===== config.mk =====
export PLATFORM = sky130hd
export DESIGN_NAME = up_counter_reload_sched
export DESIGN_NICKNAME = d
export VERILOG_FILES = /design/src/rtl/up_counter_reload_sched.sv
export SDC_FILE = /design/constraint.sdc
export NUM_CORES = 1
export LEC_CHECK = 0
export ABC_CLOCK_PERIOD_IN_PS = 3300
export CORE_MARGIN = 1
export CORE_UTILIZATION = 55
export CTS_BUF_LIST = sky130_fd_sc_hd__clkbuf_4
export CTS_CLUSTER_DIAMETER = 150
export DETAILED_ROUTE_END_ITERATION = 10
export PLACE_DENSITY = 0.82
export REMOVE_ABC_BUFFERS = 1
export SLEW_MARGIN = 20
export SYNTH_ARGS = -nofsm -noshare
export SYNTH_HDL_FRONTEND = slang
export SYNTH_SLANG_ARGS = --single-unit

===== constraint.sdc =====
create_clock -name clk -period 3.3 [get_ports clk]
set_input_delay 0.495 -clock clk [delete_from_list [all_inputs] [get_ports clk]]
set_output_delay 0.495 -clock clk [all_outputs]
set_load 0.1 [all_outputs]

===== src/rtl/up_counter_reload_sched.sv =====
// Reload scheduler: queues reload values, strobes load into the counter each time count hits TERMINAL.
// Optional periodic mode under UP_COUNTER_RELOAD_SCHED_REPEAT_EN re-issues the last value when the queue is empty.
module up_counter_reload_sched #(
    parameter int               WIDTH    = 8,
    parameter int               DEPTH    = 4,
    parameter logic [WIDTH-1:0] TERMINAL = {WIDTH{1'b1}}
) (
    input  logic                       clk,
    input  logic                       rst,
    input  logic                       req_valid,
    input  logic [WIDTH-1:0]           req_data,
    output logic                       req_ready,
    input  logic                       flush,
    input  logic [WIDTH-1:0]           count_in,
    output logic                       load,
    output logic [WIDTH-1:0]           data,
    output logic [$clog2(DEPTH):0]     pending,
    output logic                       busy
);

    localparam int PW = $clog2(DEPTH);
    localparam int CW = PW + 1;

    typedef enum logic [1:0] {IDLE, ARMED, LOAD} state_t;

    state_t           state, state_nxt;
    logic [WIDTH-1:0] mem [DEPTH];
    logic [PW-1:0]    wr_ptr, rd_ptr;
    logic             armed;
    logic             hit, fire, push, pop;

    assign hit       = (count_in == TERMINAL);
    assign req_ready = (pending != CW'(DEPTH));
    assign busy      = (state != IDLE);
    // flush suppresses both the trigger and any push arriving on the same edge
    assign fire      = (state == ARMED) && hit && armed && !flush;
    assign pop       = fire && (pending != '0);
    assign push      = req_valid && req_ready && !flush;

    always_comb begin
        state_nxt = state;
        case (state)
            IDLE:    if (pending != '0) state_nxt = ARMED;
            ARMED:   if (fire) state_nxt = LOAD;
`ifdef UP_COUNTER_RELOAD_SCHED_REPEAT_EN
            LOAD:    state_nxt = ARMED;
`else
            LOAD:    state_nxt = (pending != '0) ? ARMED : IDLE;
`endif
            default: state_nxt = IDLE;
        endcase
        if (flush) state_nxt = IDLE;
    end

    always_ff @(posedge clk or posedge rst) begin
        if (rst) begin
            state   <= IDLE;
            load    <= 1'b0;
            data    <= '0;
            armed   <= 1'b1;
            wr_ptr  <= '0;
            rd_ptr  <= '0;
            pending <= '0;
        end else begin
            state <= state_nxt;
            load  <= fire;
            // an empty queue at a trigger only happens in periodic mode; data then repeats
            if (pop) data <= mem[rd_ptr];
            if (!hit)      armed <= 1'b1;
            else if (fire) armed <= 1'b0;
            if (flush) begin
                wr_ptr  <= '0;
                rd_ptr  <= '0;
                pending <= '0;
            end else begin
                if (push) wr_ptr <= wr_ptr + PW'(1);
                if (pop)  rd_ptr <= rd_ptr + PW'(1);
                if (push && !pop)      pending <= pending + CW'(1);
                else if (pop && !push) pending <= pending - CW'(1);
            end
        end
    end

    always_ff @(posedge clk) begin
        if (push) mem[wr_ptr] <= req_data;
    end

endmodule


After elaboration in Yosys (flattened, before gate mapping)
Memories as Yosys holds them, arrays and structs flattened. A register that Yosys moved wholly into a read port is not among the register bits. Index checks and enable logic that the tools add are counted.

Bits in registers: 11. Memory bits (writable): 32. Word-level logic and storage cells: 52. Memories: 1.

$add $sub $neg: 4. Equal/unequal tests: 7. Muxes and demuxes: 16. Reduce and logical (&&, ||, !) cells: 18.

Memories: mem (words 4, width 8, rd ports 1, clocked after memory_dff 1, write ports 1, RTL line 27) `logic [WIDTH-1:0] mem [DEPTH];`.

Operator list (number): $mux W2 (7); $mux W3 (3); $ne A3 B3 Y1 const B (3); $eq A8 B8 Y1 const B (1); $logic_and A1 B1 Y1 (8); $pmux W2 S3 (1); $reduce_bool A2 Y1 (3); $reduce_bool A3 Y1 (2); $mux W1 (5); $add A2 B1 Y2 const B (2); $add A3 B1 Y3 const B (1); $logic_not A1 Y1 (3); $sub A3 B1 Y3 const B (1); $eq A2 B1 Y1 const B (1); $eq A2 B2 Y1 const B (1); $logic_not A2 Y1 (1); $ne A2 B1 Y1 const B (1); $reduce_and A2 Y1 (1).

Depth between registers and ports, before layout
Gate-level depths: netlist of run 1.

Word-level depth: 9. Mapped depth: 8. Depth with buffers taken out: 7.

Worst setup path before layout of run 1
OpenSTA, ideal clock, no wires.

Path type: reg2reg. From: reg pending[2]. To: reg pending[2]. Library setup time: 111 ps. Arrival time: 3047 ps. Required time: 3189 ps. Slack: 142 ps. Cell stages (with the launch flop): 8. Clock period less this slack: 3158 ps. Path through: dfrtp_1 > or3b_2 > nand2_1 > nor3_1 > fa_1 > nor2b_1 > mux2i_1 > a2111oi_2.

Cells in the longest elaborated chain, start to end: 6. Elaborated cells between the ends (all ways): 15. Those cells by class: add/sub: 2; eq/ne: 1; mux: 3; reduce/logical: 9.

Ends and longest elaborated chain: start, declared (RTL line 17) `output logic [$clog2(DEPTH):0] pending,`; start signal, assigned (RTL line 78) `if (push && !pop) pending <= pending + CW'(1);`; start signal, assigned (RTL line 79) `else if (pop && !push) pending <= pending - CW'(1);`; $ne A3 B3 Y1 (*) (RTL line 33) `assign req_ready = (pending != CW'(DEPTH));`; net req_ready (RTL line 12) `output logic req_ready,`; $logic_and A1 B1 Y1 (*) (2 in a row) (RTL line 38) `assign push = req_valid && req_ready && !flush;`; $logic_and A1 B1 Y1 or $logic_not A1 Y1 (tied branches) (RTL line 78, 79); $mux W3 or $logic_and A1 B1 Y1 (tied branches) (RTL line 78, 79); $mux W3 or $reduce_bool A3 Y1 (tied branches).

Mark *: on every way through the listed nets, which the timed path passes. The rest lies on a longest branch. The select of a mux whose other input is x is not followed. A chain may end at the register's enable or synchronous reset.

Worst setup path after layout of run 1
From: reg state[1]. To: out busy.

Cells in the longest elaborated chain, start to end: 1.

Ends and longest elaborated chain: start, declared (RTL line 26) `state_t state, state_nxt;`; start signal, assigned (RTL line 65) `state <= state_nxt;`; $reduce_bool A2 Y1 (RTL line 34) `assign busy = (state != IDLE);`; end, declared (RTL line 18) `output logic busy`.

Every way passes these cells.

==> results of run 1 <==
sequential cells by signal, summed over array words and instances (netlist names):
signal and cells:
armed 1, data 8, load 1, mem 32, pending 3, rd_ptr 2, state 2, wr_ptr 2
worst register-to-register path, cell delays in order, from the launching register on:
cell	delay (ns)
dfrtp_1	0.43
or3b_2	0.52
nand2_1	0.25
nor3_1	0.09
fa_1	0.42
nor2b_1	0.15
mux2i_1	0.10
a2111oi_2	0.38
worst paths after layout:
check / from / endpoint / slack [ns]
max: state[1] / busy / 0.77
min: data[6] / data[6] / 0.53
max reg2reg: pending[1] / pending[2] / 0.85
min reg2reg: data[6] / data[6] / 0.53
max in group asynchronous: rst / data[7] / 2.29
min in group asynchronous: rst / state[1] / 0.54
layer usage:
| layer | global-route usage | share of wire |
|---|---|---|
| met4 | 0.108 | 0.022 |
| met3 | 0.0387 | 0.046 |
| met2 | 0.347 | 0.53 |
| met5 | 0 | 0 |
| met1 | 0.223 | 0.40 |
report_power, final:
| part | leakage [uW] | switching [uW] | total [uW] | internal (uW) |
|---|---|---|---|---|
| combinational | 0.000386 | 149 | 227 | 77.9 |
| clock | 0.0000426 | 185 | 341 | 156 |
| sequential | 0.000547 | 15.0 | 722 | 707 |
| total | 0.000976 | 349 | 1290 | 941 |
kinds of logic after synthesis:
group           Yosys count
flops                    51
simple gates             33
mux                      20
buf+inv                  11
compound gates            6
fa+ha+maj                 5
xor+xnor                  2
area by class of cell:
type	instances	area, um2
clock inverters	3	38.8
fillers	261	1080
inverters	7	26.3
repair buffers	35	343
flip-flops and latches	51	1440
well taps	48	60.1
multi-input cells	66	664
clock buffers	5	37.5
cell usage after synthesis (2+ instances only):
| library cell | instances |
|---|---|
| nor3_1 | 3 |
| nor2_1 | 7 |
| inv_1 | 7 |
| edfxtp_1 | 32 |
| a21oi_1 | 2 |
| nor2b_1 | 4 |
| nand2_1 | 2 |
| mux2i_1 | 2 |
| clkbuf_1 | 2 |
| nand2b_1 | 2 |
| and2_1 | 4 |
| or2_2 | 2 |
| ha_1 | 4 |
| dfrtp_1 | 18 |
| mux4_2 | 8 |
| mux2_2 | 10 |
through the flow:
step,utilization,hold slack [ns]
after floorplan,-,0.445
after global placement,0.686,0.490
after detailed placement,0.686,0.505
after CTS,0.707,0.534
after global routing,0.707,0.548
final,0.707,0.527
==> results.tsv, run 1 <==
metric	value	unit
Rows	22	
Final Max Slew Viols	0	
post-synthesis adder-cell area fraction	0.0327	
hold path cells	1	
H-tree Lvls	2	
EDFF count, synth	32	
Vias/cell	5.65	
R2R depth	7	
final WL	3490	um
Synth Warn #	0	
Post-Synth Simple-Gate Area	0.0986	
Root Buffer	clkbuf_4	
post-layout min period	2.53	ns
CP Class	reg -> out	
Synth Instances	128	
critical path's slowest cell	clkdlybuf4s50_1	
DRT Pass-1 Iters	4	
design area	2610	um2
Top-Level Pins	34	
RSZ-0062 raised after global routing	false	
clk slew on worst S/H paths	0.14	ns
largest delay contributor family on the critical path	buffers and inverters	
CP Capture Type	primary output	
CTS tree	built	
Fin Clk Skew	0.0117	ns
share of cells above drive strength 1	0.216	
CP max stage delay	0.96	ns
Initial Util	0.581	
worst-margin pin slew	0.976	ns
Finish-stage setup viols	0	
crit path DAT	2.04	ns
Setup crit start kind	flip-flop	
CP Data Required Time	2.80	ns
Compound-Gate Fraction of Synth Area	0.0245	
Synth Flop Type	edfxtp_1	
Syn Area/Cell	16.8	um2
sequential area share after synthesis	0.670	
final worst-path cycle share	0.767	
area leader, netlist	edfxtp_1	
pre-CTS WS	0.531	ns
post-cts hold buffer count	0	
Fmax	0.395	GHz
DP Area	2530	um2
clock tree buffer depth	2	
first-pass GRT wire length	5790	um
TNS Setup	0	ns
Total GRT Usage	0.197	
CTS-repair resized insts	0	
Buffers on Ports	33	
Area contributors post-synth	edfxtp_1 (45%), dfrtp_1 (21%), mux4_2 (8.4%)	
worst min path class	reg -> reg	
post-synthesis mux area share	0.146	
RD Place Congestion	0.740	
top cell type's share of synthesized area	0.448	
Area growth syn-to-layout	21.6	%
total CTS buffers	5	
async set-or-reset flop fraction in the synthesized netlist	0.373	
CP Max Fanout	3	
area share of xor/xnor cells in the synthesized design	0.00817	
final cell count without fillers	215	
clk sink count	51	
final worst setup slack	0.768	ns
die area	4150	um2
DR WL/cell	16.2	um
DRT antenna net count	0	
Nets	191	
max_cap viols	0	
Max IR drop VDD	325	uV
Post-route DRC	0	
ANT cells	0	
Final Hold Vio Count	0	
CP cell instances	or2_2 > clkdlybuf4s50_1	
DR iter-0 viols	31	
post-synth cell types	35	
Worst slew margin	0.347	
final global-route overflow total	0	
initial antenna violation count	0	
clk_lat worst skew	0.36	ns
outcome	finished clean	
post-CTS setup buffers	0	
Mapped Area	2140	um2
largest net degree at the start of global routing	20	
FF+latch count, synth	51	
commonest non-fill, non-tap cells in the layout	clkdlybuf4s50_1 (32), edfxtp_1 (32), dfrtp_1 (18), mux2_2 (10), mux4_2 (8)	
DP HPWL	2420	um
Lkg Pwr	0.000976	uW
crit path buf inv count	1	
Crit path depth	2	
Placed Cells incl. Taps	207	
vias in the first global route	1299	
largest family of logic cells by synthesized area	multiplexers	
Total Power	1290	uW
Vias	1214	
Core ar.	3690	um2
die height	64.4	um
PwrDens	495	nW/um2
die width	64.4	um
No activity file was read; power rests on OpenSTA's default activity.
==> inputs of run 2 (changes only) <==
--- a/config.mk
+++ b/config.mk
@@ -5,13 +5,13 @@
 export SDC_FILE = /design/constraint.sdc
 export NUM_CORES = 1
 export LEC_CHECK = 0
-export ABC_CLOCK_PERIOD_IN_PS = 3300
+export ABC_CLOCK_PERIOD_IN_PS = 2300
 export CORE_MARGIN = 1
-export CORE_UTILIZATION = 55
+export CORE_UTILIZATION = 50
 export CTS_BUF_LIST = sky130_fd_sc_hd__clkbuf_4
 export CTS_CLUSTER_DIAMETER = 150
 export DETAILED_ROUTE_END_ITERATION = 10
-export PLACE_DENSITY = 0.82
+export PLACE_DENSITY = 0.78
 export REMOVE_ABC_BUFFERS = 1
 export SLEW_MARGIN = 20
 export SYNTH_ARGS = -nofsm -noshare
==> constraint.sdc (replaced) <==
create_clock -name clk -period 2.3 [get_ports clk]
set_input_delay 0.345 -clock clk [delete_from_list [all_inputs] [get_ports clk]]
set_output_delay 0.345 -clock clk [all_outputs]
set_load 0.1 [all_outputs]
==> run 2 against run 1 <==
  * Total power grew 39%
  * First-iteration DRC count grew 13%
  * Register-to-register slack lost 0.65 ns
  * Via count grew 1.2%
  * Utilization shrank 5.5 points
  * Critical path depth grew 5
  * Routed wire length grew 4.1%
  * Die area grew 9.7%
  * Cell area grew 1.4%
  * Setup slack lost 0.57 ns
  * Combinational power grew 56%
  * Sequential share of layout area shrank 0.76 points
==> results.tsv, run 2 (same netlist as run 1, synthesis figures left out) <==
metric	value	unit
first-pass GRT wire length	5840	um
worst min path class	in -> async	
Max IR drop VDD	511	uV
most common cell after layout, fill and taps aside	edfxtp_1	
clock tree buffer depth	2	
clk sink count	51	
Post-route DRC	0	
Top-Level Pins	34	
Min Hold Slack	0.376	ns
Area growth syn-to-layout	23.3	%
CTS tree	built	
Fin Clk Skew	0.0165	ns
Final Max Slew Viols	0	
Lkg Pwr	0.00105	uW
Worst slew margin	0.502	
die height	67.5	um
DP Area	2570	um2
Buffers on Ports	33	
flop2flop setup slack	0.20	ns
R2R depth	7	
Layout fillers	281	
Initial Util	0.529	
commonest non-fill, non-tap cells in the layout	edfxtp_1 (32), buf_4 (27), clkdlybuf4s50_1 (19), dfrtp_1 (18), mux2_2 (10)	
Worst Setup SP	pending[1]	
final global-route overflow total	0	
Reg2Reg Capture Point	pending[2]	
worst-margin pin slew	0.746	ns
post-cts hold buffer count	0	
initial antenna violation count	0	
FF-to-FF Start	pending[1]	
DP HPWL	2550	um
CP Data Required Time	2.58	ns
max_cap viols	0	
post-layout min period	2.10	ns
Total GRT Usage	0.189	
TNS Setup	0	ns
H-tree Lvls	2	
die area	4550	um2
largest registers	mem x32, data x8, pending x3	
crit path DAT	2.38	ns
Core ar.	4060	um2
design area	2640	um2
share of cells above drive strength 1	0.348	
DRT antenna net count	0	
DRT Pass-1 Iters	4	
CP Class	reg -> reg	
crit path capture	pending[2]	
Util after Layout	0.652	
Final Hold Vio Count	0	
die width	67.5	um
FF+latch area	1440	um2
CP Capture Type	flip-flop	
Placed Cells incl. Taps	218	
largest net degree at the start of global routing	20	
RD Place Congestion	0.744	
Vias/cell	5.39	
ANT cells	0	
Biggest register	mem	
PwrDens	676	nW/um2
clk slew on worst S/H paths	0.15	ns
vias in the first global route	1281	
final worst-path cycle share	0.915	
max reg flops	32	
Rows	23	
DR iter-0 viols	35	
total CTS buffers	5	
Vias	1229	
Multi-input gate area	667	um2
CP Max Fanout	4	
Nets	202	
Fmax	0.475	GHz
final WL	3630	um
outcome	finished clean	
RSZ-0062 raised after global routing	false	
Root Buffer	clkbuf_4	
clk_lat worst skew	0.38	ns
DR WL/cell	15.9	um
Finish-stage setup viols	0	
final cell count without fillers	228	
Setup crit start kind	flip-flop	
-- run 2: worst max-delay path, stage by stage, from the launching register on --
cell	delay, ns
dfrtp_1	0.42
or3b_2	0.51
nand2_1	0.11
nor3_1	0.06
fa_2	0.36
nor2b_1	0.11
mux2i_1	0.09
a2111oi_2	0.35
-- run 2: worst min-delay path by stage --
stage	startpoint	end	slack, ns	cells after the start
6_report	rst	data[0]	0.38	2
5_1_grt	rst	data[0]	0.44	2
4_1_cts	rst	data[0]	0.42	2
3_5_place_dp	data[4]	data[4]	0.51	1
3_3_place_gp	data[0]	data[0]	0.49	1
2_1_floorplan	rst	data[0]	0.30	1
-- run 2: area by class of cell --
type                       count  share of cell area
clock inverter                 2             0.00473
tap                           50              0.0237
sequential                    51               0.544
multi-input combinational     66               0.252
inverter                       7             0.00994
timing repair buffer          46               0.149
clock buffer                   6              0.0170
-- run 2: through the flow --
| step | total power [uW] | worst slack, ns |
|---|---|---|
| finish | 1790 | 0.195 |
| global route | 1870 | 0.0186 |
| CTS | 1790 | 0.116 |
| detailed placement | 1400 | -0.201 |
| global placement | 1390 | -0.151 |
| floorplan | 1280 | -0.894 |
-- run 2: where the power goes --
| group | internal [uW] | switching [uW] |
|---|---|---|
| Clock | 130 | 271 |
| Sequential | 1010 | 19.2 |
| Combinational | 131 | 222 |
-- run 2: per-layer routing --
metal  global-route usage  up-vias  part of all wire
met2                0.319       33              0.51
met3               0.0557        5             0.049
li1                     -      573                 -
met5                    0        -                 0
met4               0.0904        0             0.019
met1                0.220      618              0.42
-- run 2: repair_timing --
item / in CTS / in global routing
endpoints found under the setup margin: 0 / 1
resized for setup: 0 / 1
endpoints found under the hold margin: 0 / 0
setup buffers: 0 / 2
